==> config.mk <==
export PLATFORM = sky130hd
export DESIGN_NAME = alu_ctrl_decoder
export DESIGN_NICKNAME = d
export VERILOG_FILES = /design/src/rtl/alu_ctrl_decoder.sv
export SDC_FILE = /design/constraint.sdc
export NUM_CORES = 1
export LEC_CHECK = 0
export BUFFER_PORTS_ARGS = -buffer_cell sky130_fd_sc_hd__buf_2
export CORE_MARGIN = 2
export CORE_UTILIZATION = 39
export DETAILED_ROUTE_END_ITERATION = 10
export GPL_ROUTABILITY_DRIVEN = 0
export PLACE_DENSITY = 0.7
export SLEW_MARGIN = 5
export SYNTH_ARGS = -nofsm -noshare
export SYNTH_HDL_FRONTEND = slang
export SYNTH_SLANG_ARGS = --single-unit
==> constraint.sdc <==
create_clock -name clk -period 4.05 [get_ports clk]
set_input_delay 0.81 -clock clk [delete_from_list [all_inputs] [get_ports clk]]
set_output_delay 0.81 -clock clk [all_outputs]
set_load 0.05 [all_outputs]
==> src/rtl/alu_ctrl_decoder.sv <==
// ---------------------------------------------------------------------------
// alu_ctrl_decoder
//
// RV32I decode stage placed between fetch and execute. The decoder turns an
// instruction word into the one-hot alu_control word for the core ALU. It also
// produces the operand-select flags, the register indices and the
// sign-extended immediate. All of these sit in one valid/ready pipeline
// register, which gives 1-cycle latency and full throughput.
//
// Ports:
//   clk, rst        core clock (rising edge), asynchronous active-high reset
//   in_valid        fetch presents inst/pc this cycle
//   in_ready        stage can accept inst this cycle (combinational)
//   inst, pc        instruction word and its address
//   flush           drop the held bundle and any incoming instruction
//   out_valid       decoded bundle valid
//   out_ready       execute accepts the bundle
//   alu_control     one-hot: [0]add [1]sub [2]slt [3]sltu [4]and [5]nor
//                   [6]or [7]xor [8]sll [9]srl [10]sra [11]lui
//   imm             sign-extended immediate (I/S/B/U/J, zero-extended shamt)
//   rs1_addr, rs2_addr, rd_addr   register indices taken from the inst fields
//   src2_is_imm     ALU operand B = imm, otherwise rs2
//   src1_is_pc      ALU operand A = pc (AUIPC, JAL)
//   src1_is_zero    ALU operand A = 0 (LUI)
//   swap_src        execute swaps the operands (the ALU shifts src2 by src1)
//   reg_write       writeback enable
//   illegal         unsupported encoding (bundle still delivered)
//   pc_out          registered pc
// ---------------------------------------------------------------------------
module alu_ctrl_decoder #(
    parameter int XLEN = 32
) (
    input  logic            clk,
    input  logic            rst,
    input  logic            in_valid,
    output logic            in_ready,
    input  logic [XLEN-1:0] inst,
    input  logic [XLEN-1:0] pc,
    input  logic            flush,
    output logic            out_valid,
    input  logic            out_ready,
    output logic [11:0]     alu_control,
    output logic [XLEN-1:0] imm,
    output logic [4:0]      rs1_addr,
    output logic [4:0]      rs2_addr,
    output logic [4:0]      rd_addr,
    output logic            src2_is_imm,
    output logic            src1_is_pc,
    output logic            src1_is_zero,
    output logic            swap_src,
    output logic            reg_write,
    output logic            illegal,
    output logic [XLEN-1:0] pc_out
);

    localparam logic [6:0] OPC_OP     = 7'b0110011;
    localparam logic [6:0] OPC_OP_IMM = 7'b0010011;
    localparam logic [6:0] OPC_LUI    = 7'b0110111;
    localparam logic [6:0] OPC_AUIPC  = 7'b0010111;
    localparam logic [6:0] OPC_LOAD   = 7'b0000011;
    localparam logic [6:0] OPC_STORE  = 7'b0100011;
    localparam logic [6:0] OPC_BRANCH = 7'b1100011;
    localparam logic [6:0] OPC_JAL    = 7'b1101111;
    localparam logic [6:0] OPC_JALR   = 7'b1100111;

    localparam logic [11:0] ALU_ADD  = 12'h001;
    localparam logic [11:0] ALU_SUB  = 12'h002;
    localparam logic [11:0] ALU_SLT  = 12'h004;
    localparam logic [11:0] ALU_SLTU = 12'h008;
    localparam logic [11:0] ALU_AND  = 12'h010;
    localparam logic [11:0] ALU_OR   = 12'h040;
    localparam logic [11:0] ALU_XOR  = 12'h080;
    localparam logic [11:0] ALU_SLL  = 12'h100;
    localparam logic [11:0] ALU_SRL  = 12'h200;
    localparam logic [11:0] ALU_SRA  = 12'h400;

    logic [6:0]      opcode;
    logic [2:0]      funct3;
    logic [6:0]      funct7;
    logic [XLEN-1:0] imm_i, imm_s, imm_b, imm_u, imm_j, imm_shamt;

    assign opcode    = inst[6:0];
    assign funct3    = inst[14:12];
    assign funct7    = inst[31:25];
    assign imm_i     = {{20{inst[31]}}, inst[31:20]};
    assign imm_s     = {{20{inst[31]}}, inst[31:25], inst[11:7]};
    assign imm_b     = {{19{inst[31]}}, inst[31], inst[7], inst[30:25], inst[11:8], 1'b0};
    assign imm_u     = {inst[31:12], 12'h000};
    assign imm_j     = {{11{inst[31]}}, inst[31], inst[19:12], inst[20], inst[30:21], 1'b0};
    assign imm_shamt = {27'd0, inst[24:20]};

    // The funct3 map shared by OP and OP-IMM. Subtract and arithmetic
    // shift are selected by the caller.
    function automatic logic [11:0] base_op(input logic [2:0] f3);
        case (f3)
            3'b000:  base_op = ALU_ADD;
            3'b001:  base_op = ALU_SLL;
            3'b010:  base_op = ALU_SLT;
            3'b011:  base_op = ALU_SLTU;
            3'b100:  base_op = ALU_XOR;
            3'b101:  base_op = ALU_SRL;
            3'b110:  base_op = ALU_OR;
            default: base_op = ALU_AND;
        endcase
    endfunction

    logic [11:0]     dec_alu;
    logic [XLEN-1:0] dec_imm;
    logic            dec_src2_is_imm, dec_src1_is_pc, dec_src1_is_zero;
    logic            dec_swap, dec_writes, dec_illegal, dec_reg_write;

    // Combinational decode of the incoming word. Illegal paths set only
    // dec_illegal, so every other flag keeps its zero default.
    // LUI, AUIPC and JAL also select the immediate as operand B, because
    // the ALU computes 0+imm or pc+imm for these instructions.
    always_comb begin
        dec_alu          = 12'h000;
        dec_imm          = '0;
        dec_src2_is_imm  = 1'b0;
        dec_src1_is_pc   = 1'b0;
        dec_src1_is_zero = 1'b0;
        dec_swap         = 1'b0;
        dec_writes       = 1'b0;
        dec_illegal      = 1'b0;
        case (opcode)
            OPC_OP: begin
                if (funct7 == 7'b0000000) begin
                    dec_alu    = base_op(funct3);
                    dec_swap   = (funct3 == 3'b001) || (funct3 == 3'b101);
                    dec_writes = 1'b1;
                end else if (funct7 == 7'b0100000 && funct3 == 3'b000) begin
                    dec_alu    = ALU_SUB;
                    dec_writes = 1'b1;
                end else if (funct7 == 7'b0100000 && funct3 == 3'b101) begin
                    dec_alu    = ALU_SRA;
                    dec_swap   = 1'b1;
                    dec_writes = 1'b1;
                end else begin
                    dec_illegal = 1'b1;
                end
            end
            OPC_OP_IMM: begin
                case (funct3)
                    3'b001: begin
                        if (funct7 == 7'b0000000) begin
                            dec_alu         = ALU_SLL;
                            dec_imm         = imm_shamt;
                            dec_src2_is_imm = 1'b1;
                            dec_swap        = 1'b1;
                            dec_writes      = 1'b1;
                        end else begin
                            dec_illegal = 1'b1;
                        end
                    end
                    3'b101: begin
                        // inst[30] picks arithmetic vs logical; all other funct7 bits must be 0
                        if (!inst[31] && inst[29:25] == 5'd0) begin
                            dec_alu         = inst[30] ? ALU_SRA : ALU_SRL;
                            dec_imm         = imm_shamt;
                            dec_src2_is_imm = 1'b1;
                            dec_swap        = 1'b1;
                            dec_writes      = 1'b1;
                        end else begin
                            dec_illegal = 1'b1;
                        end
                    end
                    default: begin
                        dec_alu         = base_op(funct3);
                        dec_imm         = imm_i;
                        dec_src2_is_imm = 1'b1;
                        dec_writes      = 1'b1;
                    end
                endcase
            end
            OPC_LUI: begin
                dec_alu          = ALU_ADD;
                dec_imm          = imm_u;
                dec_src1_is_zero = 1'b1;
                dec_src2_is_imm  = 1'b1;
                dec_writes       = 1'b1;
            end
            OPC_AUIPC: begin
                dec_alu         = ALU_ADD;
                dec_imm         = imm_u;
                dec_src1_is_pc  = 1'b1;
                dec_src2_is_imm = 1'b1;
                dec_writes      = 1'b1;
            end
            OPC_LOAD: begin
                if (funct3 == 3'b011 || funct3 == 3'b110 || funct3 == 3'b111) begin
                    dec_illegal = 1'b1;
                end else begin
                    dec_alu         = ALU_ADD;
                    dec_imm         = imm_i;
                    dec_src2_is_imm = 1'b1;
                    dec_writes      = 1'b1;
                end
            end
            OPC_STORE: begin
                if (funct3[2] || funct3 == 3'b011) begin
                    dec_illegal = 1'b1;
                end else begin
                    dec_alu         = ALU_ADD;
                    dec_imm         = imm_s;
                    dec_src2_is_imm = 1'b1;
                end
            end
            OPC_BRANCH: begin
                dec_imm = imm_b;
                case (funct3[2:1])
                    2'b00:   dec_alu = ALU_SUB;
                    2'b10:   dec_alu = ALU_SLT;
                    2'b11:   dec_alu = ALU_SLTU;
                    default: begin
                        dec_illegal = 1'b1;
                        dec_imm     = '0;
                    end
                endcase
            end
            OPC_JAL: begin
                dec_alu         = ALU_ADD;
                dec_imm         = imm_j;
                dec_src1_is_pc  = 1'b1;
                dec_src2_is_imm = 1'b1;
                dec_writes      = 1'b1;
            end
            OPC_JALR: begin
                if (funct3 == 3'b000) begin
                    dec_alu         = ALU_ADD;
                    dec_imm         = imm_i;
                    dec_src2_is_imm = 1'b1;
                    dec_writes      = 1'b1;
                end else begin
                    dec_illegal = 1'b1;
                end
            end
            default: dec_illegal = 1'b1;
        endcase
    end

    // A write to x0 is never useful, so it is suppressed here.
    assign dec_reg_write = dec_writes && !dec_illegal && (inst[11:7] != 5'd0);

    logic load;
    assign in_ready = !out_valid || out_ready;
    assign load     = in_valid && in_ready && !flush;

    // The pipeline register. flush only drops the valid bit. The payload is
    // reloaded only on an accepted instruction, so a stalled bundle stays
    // bit-stable.
    always_ff @(posedge clk or posedge rst) begin
        if (rst) begin
            out_valid    <= 1'b0;
            alu_control  <= 12'h000;
            imm          <= '0;
            rs1_addr     <= 5'd0;
            rs2_addr     <= 5'd0;
            rd_addr      <= 5'd0;
            src2_is_imm  <= 1'b0;
            src1_is_pc   <= 1'b0;
            src1_is_zero <= 1'b0;
            swap_src     <= 1'b0;
            reg_write    <= 1'b0;
            illegal      <= 1'b0;
            pc_out       <= '0;
        end else begin
            if (flush) begin
                out_valid <= 1'b0;
            end else if (load) begin
                out_valid    <= 1'b1;
                alu_control  <= dec_alu;
                imm          <= dec_imm;
                rs1_addr     <= inst[19:15];
                rs2_addr     <= inst[24:20];
                rd_addr      <= inst[11:7];
                src2_is_imm  <= dec_src2_is_imm;
                src1_is_pc   <= dec_src1_is_pc;
                src1_is_zero <= dec_src1_is_zero;
                swap_src     <= dec_swap;
                reg_write    <= dec_reg_write;
                illegal      <= dec_illegal;
                pc_out       <= pc;
            end else if (out_ready) begin
                out_valid <= 1'b0;
            end
        end
    end

endmodule

==> results of run 1 <==
## path summary, 6_finish.rpt
path / end / cells past startpoint
hold reg to reg: src1_is_zero / 2
setup / recovery: imm[29] / 6
min in group asynchronous: pc_out[25] / 2
setup reg to reg: alu_control[2] / 5
max in group asynchronous: rs2_addr[0] / 3
hold / removal: src1_is_zero / 2
## registers in the layout, indices dropped and copies added (netlist names)
name / cells
swap_src: 1
illegal: 1
pc_out: 32
rs2_addr: 5
src1_is_pc: 1
alu_control: 10
reg_write: 1
src1_is_zero: 1
rd_addr: 5
out_valid: 1
rs1_addr: 5
imm: 32
src2_is_imm: 1
## cell type report
| type | count | area [um2] |
|---|---|---|
| Inverter | 8 | 32.5 |
| Multi-Input combinational cell | 328 | 1920 |
| Sequential cell | 96 | 2400 |
| Clock buffer | 12 | 256 |
| Clock inverter | 4 | 52.6 |
| Timing Repair Buffer | 169 | 868 |
| Tap cell | 143 | 179 |
| Fill cell | 1088 | 5610 |
## routing by layer
| layer | GRT usage | part of all wire | routed length, um |
|---|---|---|---|
| met5 | 0 | 0 | 0 |
| met4 | 0.0864 | 0.027 | 349 |
| met3 | 0.0388 | 0.056 | 717 |
| met2 | 0.337 | 0.48 | 6160 |
| met1 | 0.274 | 0.43 | 5480 |
## placed cells by master, fill, tap and decap left out, types with 3 or more instances in the layout
cell and instances:
buf_2 165, nand2_1 161, dfrtp_1 96, nor2_1 16
and3_1 13, a221o_1 12, a211o_1 11, o21ai_0 9
clkbuf_16 9, inv_1 7, nand3_1 7, o31ai_1 7
a22o_1 7, nor3_1 6, a31oi_1 6, a21oi_1 5
nand4_1 4, and2_1 4, nor2b_1 3, o21a_1 3
a21oi_2 3, buf_4 3
## cells by family after synthesis
group                  synth area share
AND/OR/NAND/NOR                   0.246
flip-flops                        0.536
AO/OA/AOI/OAI                     0.178
buffers and inverters            0.0374
XOR/XNOR                        0.00196
other                          0.000837
## power by group through the flow
| stage | Sequential, mW | Combinational, mW | Clock [mW] |
|---|---|---|---|
| 5_1_grt | 1.08 | 0.639 | 0.927 |
| 6_report | 1.07 | 0.601 | 0.873 |
| 2_1_floorplan | 1.37 | 0.154 | 0 |
| 3_5_place_dp | 1.09 | 0.603 | 0 |
| 3_3_place_gp | 1.09 | 0.595 | 0 |
| 4_1_cts | 1.07 | 0.605 | 0.893 |
## critical path: stages
cell and delay, ns:
buf_2 0.23, and2b_4 0.25, a2111oi_1 0.42, o31ai_1 0.24
a211oi_2 0.73, a211o_1 0.18
==> metrics.txt, run 1 <==
status=complete, no violations; Hold Vio Cnt, Final=0; Syn Std Cell Area=0.00448 mm2; average wire per standard cell=between 15 and 20 um; CTS tree=done; Vias=around 4,000; overall die height=111 um; post-CTS resize count=0; initial drt markers=between 200 and 300; clock share of power=0.343; count leader, synth=nand2_1; minimum clock period=2.60 ns; GRT overflow=0; pre-CTS WS=roughly 1.2 ns; cells taking the most area after synthesis=dfrtp_1 (54%), nand2_1 (13%), a221o_1 (2.7%); final setup vio count=0; Fin Hold WS=about 0.47 ns; Final HPWL DP=about 9000 um; # DRC=0; CTS root buffer=clkbuf_16; Rel. slew slack=0.389; clock sink total=96; worst setup margin=about 1.5 ns; #FFs+latches synth=96; Routed Antenna Nets=0; Ys Warns=0; synth unique cells=64; final core occ=0.504; Placed Cells=about 740; RSZ-0062 raised after global routing=false; Yosys top cell area share=0.536; Setup Skew=between 0.005 and 0.006 ns; achievable frequency=approximately 0.39 GHz; RR Startpoint=out_valid; gr usage total=0.207; CTS Buf Count=9; worst vdd ir=0.222 mV; fin area=0.00571 mm2; Via density=around 5.3; Slew @ Worst Pin=0.916 ns; Commonest cells post-synth=nand2_1 (161), dfrtp_1 (96), clkbuf_1 (20); Starting Density=0.396; Seq/Total Area, Yosys=0.536; Startpoint Class=input port; P per Cell Area=approximately 450 mW/mm2; kind of critical path=in -> reg; final period utilization=0.641; CP required=approximately 4.3 ns; Comb pwr share=0.236; Die X-Extent=111 um; first-pass GRT wire length=roughly 21,000 um; Total Wirelength=12,700 um; overall power=around 2.5 mW; H-tree Lvls=3; FF-to-FF setup slack=between 1.5 and 2 ns; crit end category=register; Reg power frac=0.421; vias in the first global route=just over 4,000; Net Sw Frac=0.340; Port-buffer cells=165; ys async rst share=1.00; Post-CTS Hold Buffers=0; Hold Path Class=reg -> reg; layout cells sized above 1=0.344; CTS Buffer Depth=2; most common flop cell mapped by yosys=dfrtp_1; sw power=between 0.8 and 0.9 mW; pins over their slew limit=0; worst-skew pair later-pin latency=roughly 0.33 ns; P&R area growth vs syn=27.5%; Cell Int Power=1.68 mW; die area=0.0124 mm2; final std cells w/o fill=760; P_leak=3.15 nW; Worst Path Arrival=around 2.9 ns; largest net degree at the start of global routing=107; clock slew seen by the registers of the worst setup and hold paths=around 0.060 ns; Post-CTS Setup Inserts=0; Max Cap Viol=0; TNS Setup=0 ns; core area=around 0.011 mm2; Placed Area=around 0.0054 mm2; Ports=roughly 170; worst hold start=src1_is_zero; Cells after Synth=461; DRT Pass-1 Iters=5; Antenna Cells=0; syn_area_per_cell=just under 10 um2; Site Rows=39; initial antenna violation count=0; number of enable flip-flop cells after synthesis=0; crit path from=inst[13]; cell taking the most area after synthesis=dfrtp_1; Final #Nets=681; maximum fanout along the worst path=14
(Power assumes the default switching activity.)
==> run 2, diff against run 1 <==
--- a/config.mk
+++ b/config.mk
@@ -10,7 +10,7 @@
 export CORE_UTILIZATION = 39
 export DETAILED_ROUTE_END_ITERATION = 10
 export GPL_ROUTABILITY_DRIVEN = 0
-export PLACE_DENSITY = 0.7
+export PLACE_DENSITY = 0.72
 export SLEW_MARGIN = 5
 export SYNTH_ARGS = -nofsm -noshare
 export SYNTH_HDL_FRONTEND = slang
==> constraint.sdc (replaced) <==
create_clock -name clk -period 2.1 [get_ports clk]
set_input_delay 0.42 -clock clk [delete_from_list [all_inputs] [get_ports clk]]
set_output_delay 0.42 -clock clk [all_outputs]
set_load 0.05 [all_outputs]
==> run 2 against run 1 <==
Against the previous run: combinational power is 100% higher; clock-buffer cell count is 1 lower; cell area is 6.2% higher; critical endpoint is now imm[24]; global-route usage is 1.5 points higher; worst hold slack worse by 0.33 ns; via count is 4.3% higher.
==> metrics.txt, run 2 (synthesis gave the netlist of run 1 again) <==
average wire per standard cell=16.8 um (was 16.7 um); GRT overflow=0 (unchanged); Setup Skew=0.00602 ns (was 0.00545 ns); final period utilization=0.914; worst setup margin=0.181 ns (was 1.45 ns); Post-CTS Hold Buffers=0 (unchanged); first-pass GRT wire length=22,000 um (was 20,800 um); TNS Setup=0 ns (unchanged); Seq. cell area=0.00240 mm2 (about the same); H-tree Lvls=3 (unchanged); multi-input logic area=0.00192 mm2 (unchanged); layout cells sized above 1=0.387 (was 0.344); Worst Path Arrival=2.20 ns (was 2.87 ns); Final #Nets=723 (was 681); kind of critical path=reg -> reg (was in -> reg); CP required=2.39 ns (was 4.32 ns); clock slew seen by the registers of the worst setup and hold paths=0.07 ns (was 0.06 ns); # DRC=0 (unchanged); pins over their slew limit=0 (unchanged); die area=0.0124 mm2 (unchanged); maximum fanout along the worst path=11 (was 14); Hold Vio Cnt, Final=0 (unchanged); overall die height=111 um (unchanged); P_leak=3.35 nW (was 3.15 nW); Starting Density=0.396 (unchanged); core area=0.0113 mm2 (unchanged); sw power=1.74 mW (was 0.865 mW); Placed Cells=786 (was 744); Comb pwr share=0.245 (was 0.236); Cell Int Power=3.27 mW (was 1.68 mW); CTS Buf Count=9 (unchanged); Rel. slew slack=0.501 (was 0.389); worst-skew pair later-pin latency=0.35 ns (was 0.33 ns); leading registers by flop count=imm: 32 flops, pc_out: 32 flops, alu_control: 10 flops (unchanged); Max Cap Viol=0 (unchanged); most frequent cells in the layout=buf_2 (165), nand2_1 (161), dfrtp_1 (95) (was buf_2 (165), nand2_1 (161), dfrtp_1 (96)); Critical Path, Cell by Cell=nor2b_1, nor3b_2, buf_4, o31ai_4, a211oi_2, a211o_1 (was buf_2, and2b_4, a2111oi_1, o31ai_1, a211oi_2, a211o_1); WP buf/inv=1 (unchanged); Reg power frac=0.414 (was 0.421); Via density=5.23 (was 5.29); Antenna Cells=0 (unchanged); Vias=4,193 (was 4,019); final setup vio count=0 (unchanged); DRT Pass-1 Iters=4 (was 5); P&R area growth vs syn=35.4% (was 27.5%); worst vdd ir=0.487 mV (was 0.222 mV); commonest non-fill, non-tap cell in the layout=buf_2 (unchanged); P per Cell Area=826 mW/mm2 (was 446 mW/mm2); fillcell total=1,059 (was 1,088); Critical Path Max Stage Delay=0.63 ns (was 0.73 ns); largest net degree at the start of global routing=97 (was 107); Port-buffer cells=165 (unchanged); Total Wirelength=13,500 um (was 12,700 um); delay-heaviest family, CP=compound AO/OA/AOI/OAI gates (unchanged); Startpoint Class=register (was input port); status=complete, no violations (unchanged); Net Sw Frac=0.347 (was 0.340); Slew @ Worst Pin=0.747 ns (was 0.916 ns); Final HPWL DP=9700 um (was 8950 um); RSZ-0062 raised after global routing=false (unchanged); final std cells w/o fill=802 (was 760); Post-CTS Setup Inserts=0 (unchanged); gr usage total=0.222 (was 0.207); vias in the first global route=4,182 (was 4,022); achievable frequency=between 0.5 and 0.6 GHz; Critical-path top delay cell=a211oi_2 (unchanged); clock sink total=96 (unchanged); Routed Antenna Nets=0 (unchanged); Fin Hold WS=0.141 ns (was 0.467 ns); Die X-Extent=111 um (unchanged); Ports=168 (unchanged); post-CTS resize count=0 (unchanged); CTS tree=done (unchanged); CTS root buffer=clkbuf_16 (unchanged); CTS Buffer Depth=2 (unchanged); clock share of power=0.342 (was 0.343); minimum clock period=between 1.5 and 2 ns; crit end category=register (unchanged); pre-CTS WS=-0.137 ns (was 1.15 ns); initial drt markers=286 (was 259); Site Rows=39 (unchanged); initial antenna violation count=0 (unchanged); Hold Path Class=in -> async (was reg -> reg)
[run 2: cell count changes in the layout (fill, tap and decap cells not counted)]
cell	before	now
dfrtp_2	0	1
clkinvlp_4	0	3
clkinv_4	2	1
inv_8	0	1
buf_12	1	4
dfrtp_1	96	95
clkinv_2	1	0
clkbuf_8	2	1
buf_4	3	42
inv_4	1	0
[run 2: area by class of cell]
type                       instances  area share
sequential                        96       0.396
clock inverter                     5      0.0107
inverter                           8     0.00557
tap                              143      0.0295
clock buffer                      11      0.0400
timing repair buffer             211       0.201
multi-input combinational        328       0.316
[run 2: final timing paths]
| path | slack (ns) | cells past startpoint | start | endpoint |
|---|---|---|---|---|
| setup / recovery | 0.18 | 6 | out_valid | imm[24] |
| hold / removal | 0.14 | 3 | rst | alu_control[9] |
| setup reg to reg | 0.18 | 6 | out_valid | imm[24] |
| hold reg to reg | 0.47 | 2 | pc_out[16] | pc_out[16] |
| max in group asynchronous | 1.43 | 3 | rst | out_valid |
| min in group clk | 0.25 | 2 | flush | out_valid |
[run 2: worst register-to-register path: stages, from the launching register on]
cell and delay, ns:
dfrtp_2 0.40, nor2b_1 0.16, nor3b_2 0.15, buf_4 0.17
o31ai_4 0.15, a211oi_2 0.63, a211o_1 0.20
[run 2: metal layers]
| layer | wire, um | GRT usage | up-vias |
|---|---|---|---|
| met5 | 0 | 0 | - |
| met4 | 306 | 0.0922 | 0 |
| met3 | 754 | 0.0328 | 21 |
| met2 | 6510 | 0.360 | 152 |
| met1 | 5890 | 0.300 | 2036 |
| li1 | - | - | 1984 |
[run 2: power by group through the flow]
stage,Sequential (mW),Clock [mW],Combinational [mW]
detailed placement,2.10,0,1.23
floorplan,2.64,0,0.298
finish,2.07,1.71,1.23
CTS,2.07,1.76,1.23
global route,2.09,1.82,1.30
global placement,2.10,0,1.21
[run 2: per-stage QoR]
| step | power [mW] | cell area [um2] | util |
|---|---|---|---|
| 6_report | 5.01 | 6060 | 0.535 |
| 5_1_grt | 5.21 | 6060 | 0.535 |
| 4_1_cts | 5.06 | 6060 | 0.535 |
| 3_5_place_dp | 3.33 | 5750 | 0.508 |
| 3_3_place_gp | 3.31 | 5750 | 0.508 |
| 2_1_floorplan | 2.93 | 4490 | - |
==> run 3, diff against run 2 <==
--- a/config.mk
+++ b/config.mk
@@ -6,6 +6,7 @@
 export NUM_CORES = 1
 export LEC_CHECK = 0
 export BUFFER_PORTS_ARGS = -buffer_cell sky130_fd_sc_hd__buf_2
+export CORE_ASPECT_RATIO = 0.5
 export CORE_MARGIN = 2
 export CORE_UTILIZATION = 39
 export DETAILED_ROUTE_END_ITERATION = 10
==> run 3 against run 2 <==
Against the previous run: combinational power barely moved; non-clock buffer count up 3; power grew 3.3%; critical endpoint is now imm[22]; global-route usage fell by 0.86 points; clock power rose by 11%; final cell count increased by 0.62%; worst hold slack lost 0.12 ns; sequential cell count unchanged.
==> metrics.txt, run 3 (synthesis gave the netlist of run 1 again) <==
status=complete, no violations (unchanged); fin area=0.00614 mm2 (was 0.00606 mm2); vias in the first global route=4,046 (was 4,182); Fin Hold WS=0.0187 ns (was 0.141 ns); Port-buffer cells=165 (unchanged); H-tree Lvls=3 (unchanged); FF-to-FF setup slack=0.20 ns (was 0.18 ns); die area=0.0124 mm2 (about the same); RSZ-0062 raised after global routing=false (unchanged); initial drt markers=370 (was 286); Rel. slew slack=0.615 (was 0.501); Final #Nets=726 (was 723); core area=0.0111 mm2 (was 0.0113 mm2); Slew @ Worst Pin=0.573 ns (was 0.747 ns); pins over their slew limit=0 (unchanged); Via density=5.11 (was 5.23); Startpoint Class=register (unchanged); P_leak=3.39 nW (was 3.35 nW); maximum fanout along the worst path=11 (unchanged); Die X-Extent=156 um (was 111 um); initial antenna violation count=0 (unchanged); crit end category=register (unchanged); reg2reg end=imm[22] (was imm[24]); worst-case reg-to-reg path depth=5 (was 6); GRT overflow=0 (unchanged); Worst Path Arrival=2.19 ns (was 2.20 ns); CTS root buffer=clkbuf_16 (unchanged); overall power=5.17 mW (was 5.01 mW); overall die height=79.8 um (was 111 um); leading registers by flop count=imm: 32 flops, pc_out: 32 flops, alu_control: 10 flops (unchanged); Routed Antenna Nets=0 (unchanged); Final HPWL DP=9490 um (was 9700 um); Vias=4,127 (was 4,193); Placed Area=0.00579 mm2 (was 0.00575 mm2); clock sink total=96 (unchanged); final core occ=0.554 (was 0.535); Post-CTS Setup Inserts=0 (unchanged); RR Startpoint=out_valid (unchanged); CTS Buffer Depth=2 (unchanged); Site Rows=27 (was 39); CTS tree=done (unchanged); average wire per standard cell=15.8 um (was 16.8 um); Total Wirelength=12,700 um (was 13,500 um); DRT Pass-1 Iters=5 (was 4); gr usage total=0.213 (was 0.222); most frequent cells in the layout=buf_2 (165), nand2_1 (161), dfrtp_1 (95) (unchanged); layout cells sized above 1=0.390 (was 0.387); P per Cell Area=842 mW/mm2 (was 826 mW/mm2); Hold Vio Cnt, Final=0 (unchanged); largest net degree at the start of global routing=53 (was 97); P&R area growth vs syn=37.2% (was 35.4%); minimum clock period=1.90 ns (was 1.92 ns); # DRC=0 (unchanged); kind of critical path=reg -> reg (unchanged); final period utilization=0.906 (was 0.914); Antenna Cells=0 (unchanged); clock slew seen by the registers of the worst setup and hold paths=0.07 ns (about the same); achievable frequency=0.525 GHz (was 0.521 GHz); final setup vio count=0 (unchanged); CTS Buf Count=9 (unchanged); Hold Path Class=in -> async (unchanged); Starting Density=0.404 (was 0.396); Max Cap Viol=0 (unchanged); commonest non-fill, non-tap cell in the layout=buf_2 (unchanged); final std cells w/o fill=807 (was 802); first-pass GRT wire length=20,500 um (was 22,000 um); Ports=168 (unchanged); Placed Cells=791 (was 786); worst vdd ir=0.376 mV (was 0.487 mV); Setup Skew=0.00603 ns (was 0.00602 ns); CP required=2.38 ns (was 2.39 ns); worst-skew pair later-pin latency=0.34 ns (was 0.35 ns)
-- run 3: cell count changes in the layout (fill, tap and decap cells not counted) --
cell | before | now
inv_8 | 1 | 0
buf_4 | 42 | 44
inv_6 | 0 | 1
a211oi_2 | 1 | 0
bufinv_16 | 1 | 3
a211oi_4 | 1 | 2
clkinvlp_4 | 3 | 2
clkbuf_8 | 1 | 0
buf_12 | 4 | 5
-- run 3: area by class of cell --
cell class / count / area (um2)
multi-input cells: 328 / 1920
fillers: 996 / 4940
repair buffers: 214 / 1260
well taps: 145 / 181
flip-flops and latches: 96 / 2400
clock buffers: 10 / 229
inverters: 8 / 33.8
clock inverters: 6 / 115
-- run 3: what timing repair did --
action | 4_1_cts | 5_1_grt
hold endpoints to repair | 0 | 0
hold buffers | 0 | 0
endpoints found under the setup margin | 11 | 0
resized for setup | 1 | 0
-- run 3: how the worst max path moves through the flow --
stage	startpoint	end	slack (ns)	cells past startpoint
final	out_valid	imm[22]	0.20	5
after global routing	out_valid	imm[22]	0.05	5
after CTS	out_valid	imm[22]	0.16	5
after detailed placement	inst[13]	imm[22]	-0.23	6
after global placement	inst[13]	imm[23]	-0.16	6
after floorplan	out_valid	imm[0]	0.04	7
-- run 3: power breakdown --
group          total, mW  switching, mW  internal, mW
Clock               1.89          0.717          1.17
Sequential          2.07         0.0699          2.00
Combinational       1.22          0.914         0.305
Total               5.17           1.70          3.47
-- run 3: critical path: stages (launching register included) --
cell and delay [ns]:
dfrtp_2 0.40, nor2b_1 0.16, nor3b_2 0.39, o31ai_4 0.24, a211oi_4 0.47, a211o_1 0.18
-- run 3: metrics by stage --
stage | worst slack (ns) | setup TNS (ns)
after global placement | -0.162 | -2.22
final | 0.197 | 0
after floorplan | 0.0364 | 0
after CTS | 0.158 | 0
after detailed placement | -0.225 | -3.09
after global routing | 0.0519 | 0
-- run 3: routing by layer --
metal | vias to the layer above | wire (um) | track usage
met4 | 0 | 336 | 0.0862
met2 | 129 | 6050 | 0.347
met5 | - | 0 | 0
met1 | 1982 | 5790 | 0.282
li1 | 1985 | - | -
met3 | 31 | 567 | 0.0445
